File: src/rtl/apb_uart16550_requester.sv
// APB4 requester: converts a valid/ready command stream into single-outstanding APB4 transfers.
// Latency: 4 cycles from handshake back to ready (plus wait states); the response is held until rsp_ready_i.
module apb_uart16550_requester #(
  parameter int ADDR_WIDTH = 3,
  parameter int DATA_WIDTH = 8,
  parameter int TIMEOUT    = 16
) (
  input  logic                    PCLK,
  input  logic                    PRESETn,
  input  logic                    req_valid_i,
  output logic                    req_ready_o,
  input  logic                    req_write_i,
  input  logic [ADDR_WIDTH-1:0]   req_addr_i,
  input  logic [DATA_WIDTH-1:0]   req_wdata_i,
  input  logic [2:0]              req_prot_i,
  output logic                    rsp_valid_o,
  input  logic                    rsp_ready_i,
  output logic [DATA_WIDTH-1:0]   rsp_rdata_o,
  output logic                    rsp_err_o,
  output logic                    rsp_timeout_o,
  output logic                    PSEL,
  output logic                    PENABLE,
  output logic [ADDR_WIDTH-1:0]   PADDR,
  output logic                    PWRITE,
  output logic [DATA_WIDTH-1:0]   PWDATA,
  output logic [DATA_WIDTH/8-1:0] PSTRB,
  output logic [2:0]              PPROT,
  input  logic [DATA_WIDTH-1:0]   PRDATA,
  input  logic                    PREADY,
  input  logic                    PSLVERR
);

  typedef enum logic [1:0] {IDLE, SETUP, ACCESS, RESP} state_e;

  localparam int CW = (TIMEOUT > 1) ? $clog2(TIMEOUT + 1) : 1;
  localparam int SW = DATA_WIDTH / 8;

  state_e                  state_q, state_d;
  logic [CW-1:0]           cnt_q, cnt_d;
  logic [ADDR_WIDTH-1:0]   paddr_q, paddr_d;
  logic                    pwrite_q, pwrite_d;
  logic [DATA_WIDTH-1:0]   pwdata_q, pwdata_d;
  logic [SW-1:0]           pstrb_q, pstrb_d;
  logic [2:0]              pprot_q, pprot_d;
  logic [DATA_WIDTH-1:0]   rdata_q, rdata_d;
  logic                    err_q, err_d;
  logic                    tmo_q, tmo_d;

  always_comb begin
    state_d  = state_q;
    cnt_d    = cnt_q;
    paddr_d  = paddr_q;
    pwrite_d = pwrite_q;
    pwdata_d = pwdata_q;
    pstrb_d  = pstrb_q;
    pprot_d  = pprot_q;
    rdata_d  = rdata_q;
    err_d    = err_q;
    tmo_d    = tmo_q;
    case (state_q)
      IDLE: begin
        if (req_valid_i) begin
          paddr_d  = req_addr_i;
          pwrite_d = req_write_i;
          pwdata_d = req_wdata_i;
          pstrb_d  = {SW{req_write_i}};
          pprot_d  = req_prot_i;
          state_d  = SETUP;
        end
      end
      SETUP: state_d = ACCESS;
      ACCESS: begin
        // PREADY wins over a timeout reached in the same cycle.
        if (PREADY) begin
          err_d   = PSLVERR;
          tmo_d   = 1'b0;
          rdata_d = pwrite_q ? '0 : PRDATA;
          state_d = RESP;
        end else begin
          cnt_d = cnt_q + CW'(1);
          if ((TIMEOUT != 0) && (cnt_d == CW'(TIMEOUT))) begin
            err_d   = 1'b1;
            tmo_d   = 1'b1;
            rdata_d = '0;
            state_d = RESP;
          end
        end
      end
      RESP: begin
        if (rsp_ready_i) begin
          state_d = IDLE;
          cnt_d   = '0;
        end
      end
      default: state_d = IDLE;
    endcase
  end

  always_ff @(posedge PCLK or negedge PRESETn) begin
    if (!PRESETn) begin
      state_q  <= IDLE;
      cnt_q    <= '0;
      paddr_q  <= '0;
      pwrite_q <= 1'b0;
      pwdata_q <= '0;
      pstrb_q  <= '0;
      pprot_q  <= '0;
      rdata_q  <= '0;
      err_q    <= 1'b0;
      tmo_q    <= 1'b0;
    end else begin
      state_q  <= state_d;
      cnt_q    <= cnt_d;
      paddr_q  <= paddr_d;
      pwrite_q <= pwrite_d;
      pwdata_q <= pwdata_d;
      pstrb_q  <= pstrb_d;
      pprot_q  <= pprot_d;
      rdata_q  <= rdata_d;
      err_q    <= err_d;
      tmo_q    <= tmo_d;
    end
  end

  // Control outputs decode state only, so reset drops them asynchronously.
  assign req_ready_o   = (state_q == IDLE);
  assign PSEL          = (state_q == SETUP) || (state_q == ACCESS);
  assign PENABLE       = (state_q == ACCESS);
  assign rsp_valid_o   = (state_q == RESP);
  assign rsp_rdata_o   = rdata_q;
  assign rsp_err_o     = err_q;
  assign rsp_timeout_o = tmo_q;
  assign PADDR         = paddr_q;
  assign PWRITE        = pwrite_q;
  assign PWDATA        = pwdata_q;
  assign PSTRB         = pstrb_q;
  assign PPROT         = pprot_q;

endmodule

File: config.mk
export PLATFORM = sky130hd
export DESIGN_NAME = apb_uart16550_requester
export DESIGN_NICKNAME = d
export VERILOG_FILES = /design/src/rtl/apb_uart16550_requester.sv
export SDC_FILE = /design/constraint.sdc
export NUM_CORES = 1
export LEC_CHECK = 0
export BUFFER_PORTS_ARGS = -buffer_cell sky130_fd_sc_hd__buf_2
export CAP_MARGIN = 20
export CORE_UTILIZATION = 40
export DETAILED_ROUTE_END_ITERATION = 10
export PLACE_DENSITY = 0.67
export SYNTH_ARGS = -nofsm -noshare
export SYNTH_HDL_FRONTEND = slang
export SYNTH_SLANG_ARGS = --single-unit
File: constraint.sdc
create_clock -name PCLK -period 4.6 [get_ports PCLK]
set_input_delay 0.46 -clock PCLK [delete_from_list [all_inputs] [get_ports PCLK]]
set_output_delay 0.46 -clock PCLK [all_outputs]
set_load 0.01 [all_outputs]
==> results.yml <==
grt:
  globalRouteTotalUtil: 0.186
  congestion_overflow_gr: 0
  first_pass_grt_wire_length_mm: 5.69
  grt_max_degree: 33
  antenna_found_initial: 0
  number_of_global_route_vias_before_repair: 1335
final_layout:
  layout_commonest_cell: "sky130_fd_sc_hd__buf_2"
  diode_count: 0
  area.growth.synth_to_final_pct: 28.7
  layout.cell_area.non_filler_um2: 1940
  final_layout_size_suffix_gt1_frac: 0.427
  layout.nets: 224
  final_util: 0.558
  final_cell_mix: "58 x sky130_fd_sc_hd__buf_2, 32 x sky130_fd_sc_hd__dfrtp_1, 15 x sky130_fd_sc_hd__mux2_2, 15 x sky130_fd_sc_hd__o21ai_0, 9 x sky130_fd_sc_hd__a22oi_1"
  finalNonFillerCells: 238
  final.fill_count: 326
cts:
  cts_made_buffers: 5
  post_cts_resized: 0
  cts_tree: "done"
  cts_hold_buffers: 0
  worstSkewPairLatency_ns: 0.29
  post_cts.repair.setup_buffers: 0
  cts_htree_levels: 2
  worst_setup_hold_path_clk_slew_ns: 0.07
  cts-root-buf: "sky130_fd_sc_hd__clkbuf_8"
  cts_num_sinks: 32
  clk_buf_depth: 2
status:
  outcome: "finished, final reports clean"
critical_path:
  cp_peak_stage_delay_ns: 0.40
  crit_path_top_delay_cell: "sky130_fd_sc_hd__o311ai_0"
  timing_worst_setup_path_type: "flip-flop to flip-flop"
  crit_family: "compound AO/OA/AOI/OAI gates"
  crit_path_start_kind: "flip-flop"
  critical_path.n_buffers_inverters: 2
  critical-path-top-cell-by-count: "sky130_fd_sc_hd__inv_1"
  timing.critical_path.fanout_max: 16
  path_cells: "inv_1, ha_1, inv_1, o311ai_0, o21ai_0"
  worstPathRequired_ns: 4.75
  critical_path_arrival_ns: 1.92
  endpoint_kind: "flip-flop"
floorplan:
  placementRows: 21
  die-height_um: 63.3
  fp.coreArea_um2: 3470
  floorplan.die_area_um2: 4010
  initial_utilization: 0.434
  die-width_um: 63.3
  floorplan.io_pins: 59
drt:
  detail_route.iter0.violations: 20
  firstDrtPassIters: 4
  viasPerCell: 5.36
  vias: 1275
  drt_wl_total_mm: 3.36
  antenna_violating_nets_post_route: 0
  route.detailed.wl_per_inst_um: 14.1
  drt_drc_violations_left: 0
sta:
  timing.final.max_slew_violations: 0
  timing_hold_violations_final: 0
  fmax_mhz: 564
  worst_slack_ns: 2.83
  timing.setup.tns_ns: 0
  min_period_ns: 1.77
  grt_setup_unrepaired: "no"
  slew_headroom: 0.527
  setup_viol: 0
  final.period_utilization: 0.385
  pin_slew_with_the_least_headroom_to_its_limit_ns: 0.710
  clock-skew-final_ns: 0.00739
logic_synthesis:
  synth_cells: 132
  yosysWarningCount: 0
  count_of_flip_flops_with_a_built_in_enable_after_synthesis: 0
  postSynthRegisterBits: 32
  yosysUniqueCellTypes: 31
  synth.yosys.seq_area_share: 0.532
  synthFlopType: "sky130_fd_sc_hd__dfrtp_1"
  syn-num-nets: 165
  synth.cell_area_um2: 1500
  async_set_or_reset_register_ratio_after_synthesis: 1.00
  mean_area_per_synthesized_cell_um2: 11.4
place:
  buffer_ports.inserted: 58
  place_area_um2: 1820
  hpwl_mm: 2.53
  routabilityCongestion: 0.825
  preCtsSetupSlack_ns: 2.85
  post-place-cells: 230
power_and_ir_drop:
  power.static_leakage_nw: 0.910
  vdd_ir_drop_max_mv: 0.368
  power_density_nw_per_um2: 702
min_path:
  hp-class: "primary input to async pin"
run:
  max_cap_violations: 0
[per-layer routing]
layer,GRT usage,vias up,part of all wire
met4,0.108,0,0.019
met2,0.321,28,0.52
met3,0.0435,8,0.046
li1,-,604,-
met1,0.207,635,0.41
met5,0,-,0
[power breakdown]
part	internal, mW	switching [mW]	leakage [nW]
clock	0.160	0.107	0.0541
combinational	0.281	0.298	0.478
sequential	0.416	0.0955	0.378
total	0.857	0.501	0.910
[logic make-up after synthesis]
family                   after synthesis  share of synthesized area
adder cells (fa/ha/maj)                4                     0.0333
flip-flops                            32                      0.532
AND/OR/NAND/NOR                       32                      0.121
multiplexers                          17                      0.126
buffers and inverters                  9                     0.0258
AO/OA/AOI/OAI                         38                      0.162
[final cells by class]
cell class	count	area, um^2	area share
sequential	32	801	0.414
multi-input combinational	91	664	0.343
timing repair buffer	58	290	0.150
clock buffer	5	68.8	0.0356
tap	46	57.6	0.0297
clock inverter	3	42.5	0.0220
inverter	3	11.3	0.00582
[per-stage QoR]
| step | hold WS, ns | power (mW) |
|---|---|---|
| 2_1_floorplan | 0.164 | 0.890 |
| 3_3_place_gp | 0.484 | 1.07 |
| 3_5_place_dp | 0.489 | 1.10 |
| 4_1_cts | 0.249 | 1.37 |
| 5_1_grt | 0.278 | 1.46 |
| 6_report | 0.224 | 1.36 |
[cell usage after synthesis (2+ instances only)]
cell type / number / area (um^2)
sky130_fd_sc_hd__nand3_1: 2 / 10.0
sky130_fd_sc_hd__nand2_1: 7 / 26.3
sky130_fd_sc_hd__nor2_1: 3 / 11.3
sky130_fd_sc_hd__a21oi_1: 4 / 20.0
sky130_fd_sc_hd__nor4_1: 2 / 12.5
sky130_fd_sc_hd__mux2i_1: 2 / 20.0
sky130_fd_sc_hd__nand2b_1: 8 / 50.1
sky130_fd_sc_hd__o211ai_1: 2 / 15.0
sky130_fd_sc_hd__nor2b_1: 3 / 18.8
sky130_fd_sc_hd__dfrtp_1: 32 / 801
sky130_fd_sc_hd__inv_1: 3 / 11.3
sky130_fd_sc_hd__mux2_2: 15 / 169
sky130_fd_sc_hd__o21ai_0: 15 / 75.1
sky130_fd_sc_hd__o311ai_0: 2 / 17.5
sky130_fd_sc_hd__a22oi_1: 9 / 67.6
sky130_fd_sc_hd__and2b_1: 2 / 15.0
sky130_fd_sc_hd__clkbuf_1: 4 / 15.0
sky130_fd_sc_hd__ha_1: 4 / 50.1
[worst paths after layout]
| kind | depth (start not counted) | slack (ns) | endpoint | from |
|---|---|---|---|---|
| max reg2reg | 5 | 2.83 | cnt_q[4]$_DFFE_PN0P_ | state_q[0]$_DFFE_PN0P_ |
| max | 5 | 2.83 | cnt_q[4]$_DFFE_PN0P_ | state_q[0]$_DFFE_PN0P_ |
| max in group asynchronous | 1 | 3.92 | PWDATA[0]$_DFFE_PN0P_ | PRESETn |
| min | 1 | 0.22 | rsp_timeout_o$_DFFE_PN0P_ | PRESETn |
| min in group PCLK | 2 | 0.40 | PADDR[1]$_DFFE_PN0P_ | req_addr_i[1] |
| min reg2reg | 1 | 0.50 | PWDATA[6]$_DFFE_PN0P_ | PWDATA[6]$_DFFE_PN0P_ |
[flip-flops by register name, summed over array words and instances, names as in the netlist]
name	flops
PWDATA	8
rsp_rdata_o	8
cnt_q	5
PADDR	3
PPROT	3
state_q	2
PSTRB	1
rsp_err_o	1
rsp_timeout_o	1
(Power assumes the default switching activity.)
